`src/rtl/reservation_station.sv`:
```
// reservation_station: Tomasulo reservation station feeding one execution unit
// Ports: issue_* accepts an instruction with register-file operands,
// update_* renames the destination register to the allocated entry tag,
// result_* is the snooped result broadcast that fills operands and frees entries,
// and exec_* dispatches the lowest-index ready entry to the unit.
// Reset: rst is asynchronous and active-low.
module reservation_station #(
  parameter int DEPTH = 4,
  parameter int RS_ID_WIDTH = 5,
  parameter int RS_BASE_ID = 0,
  parameter int OP_WIDTH = 8
) (
  input  logic                   clk,
  input  logic                   rst,
  input  logic                   issue_valid,
  output logic                   issue_ready,
  input  logic [OP_WIDTH-1:0]    issue_op,
  input  logic                   issue_src_valid [2],
  input  logic [31:0]            issue_src_value [2],
  input  logic [RS_ID_WIDTH-1:0] issue_src_rs_id [2],
  input  logic [4:0]             issue_dest_addr,
  output logic                   update_enable,
  output logic [4:0]             update_addr,
  output logic [RS_ID_WIDTH-1:0] update_rs_id,
  input  logic                   result_valid,
  input  logic [RS_ID_WIDTH-1:0] result_rs_id,
  input  logic [31:0]            result_value,
  output logic                   exec_valid,
  input  logic                   exec_ready,
  output logic [OP_WIDTH-1:0]    exec_op,
  output logic [31:0]            exec_op_a,
  output logic [31:0]            exec_op_b,
  output logic [4:0]             exec_dest_addr,
  output logic [RS_ID_WIDTH-1:0] exec_rs_id
);
  localparam int IW = DEPTH > 1 ? $clog2(DEPTH) : 1;
  typedef enum logic [1:0] {FREE, WAITING, READY, EXECUTING} state_t;
  state_t st [DEPTH];
  logic [OP_WIDTH-1:0] op [DEPTH];
  logic [4:0] dest [DEPTH];
  logic [1:0] ov [DEPTH];
  logic [31:0] oval [DEPTH][2];
  logic [RS_ID_WIDTH-1:0] otag [DEPTH][2];
  logic [RS_ID_WIDTH-1:0] tag_of [DEPTH];
  logic free_any, rdy_any;
  logic [IW-1:0] alloc, sel;
  logic [1:0] iv;
  logic [31:0] ival [2];
  logic [1:0] nv [DEPTH];
  logic [31:0] nval [DEPTH][2];
  for (genvar g = 0; g < DEPTH; g++) begin : g_tag
    assign tag_of[g] = RS_ID_WIDTH'(RS_BASE_ID + g);
  end
  // Downward scan leaves the lowest matching index; iv/nv fold in a same-cycle broadcast.
  always_comb begin
    free_any = 1'b0;
    rdy_any = 1'b0;
    alloc = '0;
    sel = '0;
    for (int i = DEPTH - 1; i >= 0; i--) begin
      if (st[i] == FREE) begin
        free_any = 1'b1;
        alloc = IW'(i);
      end
      if (st[i] == READY) begin
        rdy_any = 1'b1;
        sel = IW'(i);
      end
    end
    for (int k = 0; k < 2; k++) begin
      iv[k] = issue_src_valid[k] || (result_valid && result_rs_id == issue_src_rs_id[k]);
      ival[k] = issue_src_valid[k] ? issue_src_value[k] : result_value;
      for (int i = 0; i < DEPTH; i++) begin
        nv[i][k] = ov[i][k] || (result_valid && result_rs_id == otag[i][k]);
        nval[i][k] = ov[i][k] ? oval[i][k] : result_value;
      end
    end
  end
  assign issue_ready = rst && free_any;
  assign update_enable = issue_valid && issue_ready;
  assign update_addr = rst ? issue_dest_addr : '0;
  assign update_rs_id = rst ? tag_of[alloc] : '0;
  assign exec_valid = rdy_any;
  assign exec_op = rdy_any ? op[sel] : '0;
  assign exec_op_a = rdy_any ? oval[sel][0] : '0;
  assign exec_op_b = rdy_any ? oval[sel][1] : '0;
  assign exec_dest_addr = rdy_any ? dest[sel] : '0;
  assign exec_rs_id = rdy_any ? tag_of[sel] : '0;
  always_ff @(posedge clk or negedge rst) begin
    if (!rst) begin
      for (int i = 0; i < DEPTH; i++) begin
        st[i] <= FREE;
        op[i] <= '0;
        dest[i] <= '0;
        ov[i] <= '0;
        for (int k = 0; k < 2; k++) begin
          oval[i][k] <= '0;
          otag[i][k] <= '0;
        end
      end
    end else begin
      for (int i = 0; i < DEPTH; i++) begin
        if (st[i] == FREE && update_enable && alloc == IW'(i)) begin
          st[i] <= &iv ? READY : WAITING;
          op[i] <= issue_op;
          dest[i] <= issue_dest_addr;
          ov[i] <= iv;
          for (int k = 0; k < 2; k++) begin
            oval[i][k] <= ival[k];
            otag[i][k] <= issue_src_rs_id[k];
          end
        end
        if (st[i] == WAITING) begin
          ov[i] <= nv[i];
          for (int k = 0; k < 2; k++) oval[i][k] <= nval[i][k];
          if (&nv[i]) st[i] <= READY;
        end
        if (st[i] == READY && exec_ready && sel == IW'(i)) st[i] <= EXECUTING;
        // The tag stays owned until its own result comes back, so it is never reissued early.
        if (st[i] == EXECUTING && result_valid && result_rs_id == tag_of[i]) st[i] <= FREE;
      end
    end
  end
endmodule

```
`config.mk`:
```
export PLATFORM = sky130hd
export DESIGN_NAME = reservation_station
export DESIGN_NICKNAME = d
export VERILOG_FILES = /design/src/rtl/reservation_station.sv
export SDC_FILE = /design/constraint.sdc
export NUM_CORES = 1
export LEC_CHECK = 0
export ABC_CLOCK_PERIOD_IN_PS = 3900
export BUFFER_PORTS_ARGS = -buffer_cell sky130_fd_sc_hd__buf_4
export CAP_MARGIN = 20
export CELL_PAD_IN_SITES_DETAIL_PLACEMENT = 1
export CELL_PAD_IN_SITES_GLOBAL_PLACEMENT = 1
export CORE_ASPECT_RATIO = 1.2
export CORE_MARGIN = 5
export CORE_UTILIZATION = 49
export DETAILED_ROUTE_END_ITERATION = 8
export PLACE_DENSITY_LB_ADDON = 0.12
export REMOVE_ABC_BUFFERS = 1
export SYNTH_ARGS = -nofsm -noshare
export SYNTH_HDL_FRONTEND = slang
export SYNTH_SLANG_ARGS = --single-unit
```
`constraint.sdc`:
```
create_clock -name clk -period 3.9 [get_ports clk]
set_input_delay 0.39 -clock clk [delete_from_list [all_inputs] [get_ports clk]]
set_output_delay 0.39 -clock clk [all_outputs]
set_load 0.02 [all_outputs]
```
* Yosys cells after proc, flatten, opt, wreduce, memory -nomap -nowiden *
Index checks and enable logic that the tools add are counted.

operators by class
  bitwise gates (word level) = 2
  eq/ne operators = 39
  reductions and logical operators = 70
  order comparisons = 2
  multiplexer cells = 85

operators by type and width
  operator            number
  $mux 64             10
  $mux 32             12
  $bmux 64 s2         1
  $mux 2              37
  $eq 5x5->1          10
  $mux 5              10
  $logic_and 1x1->1   36
  $bmux 5 s2          3
  $reduce_and 2->1    13
  $eq 2x2->1 const B  12
  $mux 8              3
  $bmux 8 s2          1
  $ne 2x2->1 const B  8
  $eq 2x1->1 const B  6
  $logic_not 2->1     6
  $eq 5x2->1 const B  2
  $logic_or 1x1->1    10
  $mux 1              8
  $reduce_bool 2->1   4
  $ge 3x3->1 const B  2
  $not 2->3           2
  $eq 5x1->1 const B  1
  $logic_not 5->1     1

storage, ports and cells
  register bits after elaboration = 364
  output and inout port bits = 95
  input bits = 131

* Logic depth before layout (Yosys ltp) *
  word-level depth = 14
  depth in mapped cells = 9
  gate-level depth less buffers = 5

* Worst setup path before layout *
No wires, ideal clock.

  path kind = reg2out
  from = register st[1] in the netlist's numbering
  to = output port exec_op_b[16]
  arrival = 1941 ps
  stages on the path, launching flop included = 9
  path slack = 1569 ps
  cell sequence = dfrtp_1 > clkbuf_1 > nor2b_1 > a21boi_2 > clkbuf_2 > clkbuf_1 > o21ai_0 > a21o_1 > a21oi_1

on the way
  longest elaborated chain between the ends = 10
  elaborated cells between the ends (all ways) = 14
  classes of those cells = 1 x eq/ne; 12 x mux; 1 x bitwise

ends and longest elaborated chain
  what                                        line  source
  from (decl)                                 38    state_t st [DEPTH];
  from (signal, indexed assignment)           104   st[i] <= &iv ? READY : WAITING;
  $eq 2x2->1 *                                65    if (st[i] == READY) begin
  $mux 2 (4 in a row)                         65
  $not 2->3 (not written as such)             86    assign exec_op_b = rdy_any ? oval[sel][1] : '0;
  $bmux 64 s2                                 86
  $mux 64 (not written as such) (2 in a row)  86
  $mux 32 *                                   86
  to (decl)                                   32    output logic [31:0] exec_op_b,

Mark *: on every way between the ends. The rest lies on a longest branch, timed or not. The select of a mux whose other input is x is not followed.

* Worst setup path after layout *
  from = register st[6] in the netlist's numbering
  to = output port exec_op_a[29]

on the way
  longest elaborated chain between the ends = 7
  elaborated cells between the ends (all ways) = 8
  classes of those cells = 1 x eq/ne; 6 x mux; 1 x bitwise

ends and longest elaborated chain
  what                             line  source
  $eq 2x2->1 *                     65
  $mux 2                           65
  $not 2->3 (not written as such)  85    assign exec_op_a = rdy_any ? oval[sel][0] : '0;
  $bmux 64 s2                      85
  $mux 64 (2 in a row)             --
  $mux 32 *                        85
  to (decl)                        31    output logic [31:0] exec_op_a,

Marks and branches as above.

==> metrics <==
Setup crit end kind output pin; Chip Height approximately 230 um; H-tree depth 2; Final Slew Violations 0; DIE AREA 0.0442 mm2; CORE AREA slightly below 0.04 mm2; Final Core Density 58.1%; TritonCTS Sinks ~360; required time worst endpoint 3.51 ns; PortBufs 219; DR vias/cell 6.18; Leak between 10 and 15 nW; final worst-path cycle share 86.9%; yosys warns 0; # rows 80; worst skew pair latency 0.54 ns; Distinct cells, synth 52; Post-synth EDFFs 0; layout net count 2,309; Residual DRC 0; Main synth FF type dfrtp_1; DIE WIDTH 193 um; pre-CTS setup slack 1.06 ns; relative slew slack between 30% and 40%; post-CTS setup buffer count 0; Power Density 960 mW/mm2; outcome finished clean; DRT antenna net count 0; ratio of cells with drive above 1 in the final layout 19.4%; count leader, synth dfrtp_1; initial core utilization 49.5%; Hold Buf Count CTS 1; first-pass GRT wire length 108,000 um; clock-pin slew on the worst setup and hold paths roughly 0.060 ns; final setup vio count 0; Area Overhead vs Synth 17.5%; post-synth top area cell dfrtp_1; largest net degree at the start of global routing 79; critical path type reg -> out; peak fanout along the critical path 77; FILL cells 4,451; worst-margin pin slew 1.04 ns; Post-Syn Instances 2,082; clk buf depth 3; Synth Register Bits 364; cts repair resizes 0; Max Cap Viol 0; Syn Std Cell Area 0.0197 mm2; worst hold path type in -> reg; top cells by count, synth dfrtp_1 (364), mux2i_1 (259), o21ai_0 (247); crit path time final 3.39 ns; DRT Wirelength 69,400 um; CP startpoint kind flip-flop; io pins 226; final setup margin a little over 0.5 ns; vias in the first global route 18,700; All-Layer GR Usage 31.0%; TritonCTS clock tree done; antenna violations before repair 5; average wire per standard cell ~25 um; CTS Root Buffer Type clkbuf_16; RSZ-0062 raised after global routing no; maximum clock rate 295 MHz; total number of vias about 17,000; DRT iter0 DRCs 1,071; Synth top area share 46.3%; worst vdd ir 0.762 mV; Worst EP arrival 3.00 ns; FFs w/ async S/R, synth 100%; Clock Skews 0.00783 ns; Routability Congestion 0.857; clock buffer count from CTS 41; Synth Area per Inst 9.44 um2; GRT overflow 0; hpwl dp 42,600 um; synth top area cells dfrtp_1 (46%), mux2i_1 (13%), o21ai_0 (6.3%); DR pass1 iterations 5; post-synthesis sequential area ratio between 40% and 50%; final hold viol count 0; Pwr Total 22.2 mW
[sequential cells by signal (all words and copies together) (netlist names)]
name and count:
st 8, op 32, ov 8, otag 40
dest 20, oval 256
[routing by layer]
| metal | vias to the layer above | part of all wire, % | GRT usage [%] |
|---|---|---|---|
| met3 | 135 | 5.7 | 5.36 |
| li1 | 7532 | - | - |
| met5 | - | 0.050 | 0 |
| met1 | 8734 | 41 | 39.3 |
| met4 | 6 | 3.1 | 9.81 |
| met2 | 520 | 50 | 53.7 |
[area by class of cell]
class / count / area, um2 / share of cell area (%)
clock buffers: 59 / 1210 / 5.22
well taps: 533 / 667 / 2.89
clock inverters: 9 / 131 / 0.569
flip-flops and latches: 364 / 9110 / 39.4
inverters: 6 / 22.5 / 0.0975
diodes: 2 / 5.00 / 0.0217
repair buffers: 266 / 2190 / 9.48
multi-input cells: 1499 / 9770 / 42.3
[worst paths after layout]
path	startpoint	endpoint	slack, ns	depth (start not counted)
max	st[6]$_DFF_PN0_	exec_op_a[29]	0.51	7
min	issue_op[4]	op[28]$_DFFE_PN0P_	0.08	3
max reg2reg	st[6]$_DFF_PN0_	oval[38]$_DFFE_PN0P_	1.16	6
min reg2reg	dest[16]$_DFFE_PN0P_	dest[16]$_DFFE_PN0P_	0.47	2
max in group asynchronous	rst	oval[127]$_DFFE_PN0P_	1.32	4
min in group asynchronous	rst	oval[165]$_DFFE_PN0P_	0.32	2
[worst max-delay path, cell delays in order, from the launching register on]
cell and delay [ns]:
dfrtp_1 0.60, nand2b_4 0.28, nand2_2 0.15, nor3_4 0.27
buf_12 0.39, a22oi_1 0.14, a21oi_1 0.33, buf_4 0.21
[where the power goes]
part | total, mW | internal (mW) | switching [mW]
logic | 11.4 | 4.22 | 7.20
clock network | 3.92 | 2.34 | 1.59
registers | 6.84 | 5.64 | 1.20
total | 22.2 | 12.2 | 9.99
[cells in the final DEF (no fill, tap or decap), drive strengths merged, types with 2 or more instances in the layout]
cell type,instances
a211o,2
a211oi,2
a21o,80
a21oi,181
a22oi,79
a31o,2
a31oi,39
and2,6
buf,265
bufinv,3
clkbuf,59
clkinv,2
clkinvlp,3
conb,6
dfrtp,364
diode,2
inv,7
mux2,69
mux2i,259
nand2,246
nand2b,8
nand3,80
nand4,3
nor2,84
nor2b,5
nor3,9
nor3b,2
nor4,10
o21a,4
o21ai,250
o21bai,4
o22ai,3
or2,2
or3,3
xnor2,16
xor2,34
[kinds of logic (layout without fill, tap and decap cells)]
family,Yosys count,count (layout),share of synthesized area (%)
multiplexers,328,328,17.1
AO/OA/AOI/OAI,654,654,19.3
other,1,8,0.0191
flip-flops,364,364,46.3
AND/OR/NAND/NOR,461,461,10.1
XOR/XNOR,50,50,2.23
buffers and inverters,224,340,4.89
[stage by stage]
stage	hold slack, ns	std cells	setup TNS [ns]	area [um2]
after CTS	0.0522	2734	0	23100
final	0.0780	2738	0	23100
after global routing	0.0733	2738	0	23100
after global placement	0.290	2665	0	21700
after floorplan	0.0944	1869	-265.46	18700
after detailed placement	0.292	2665	0	21700
No activity file was read; power rests on OpenSTA's default activity.
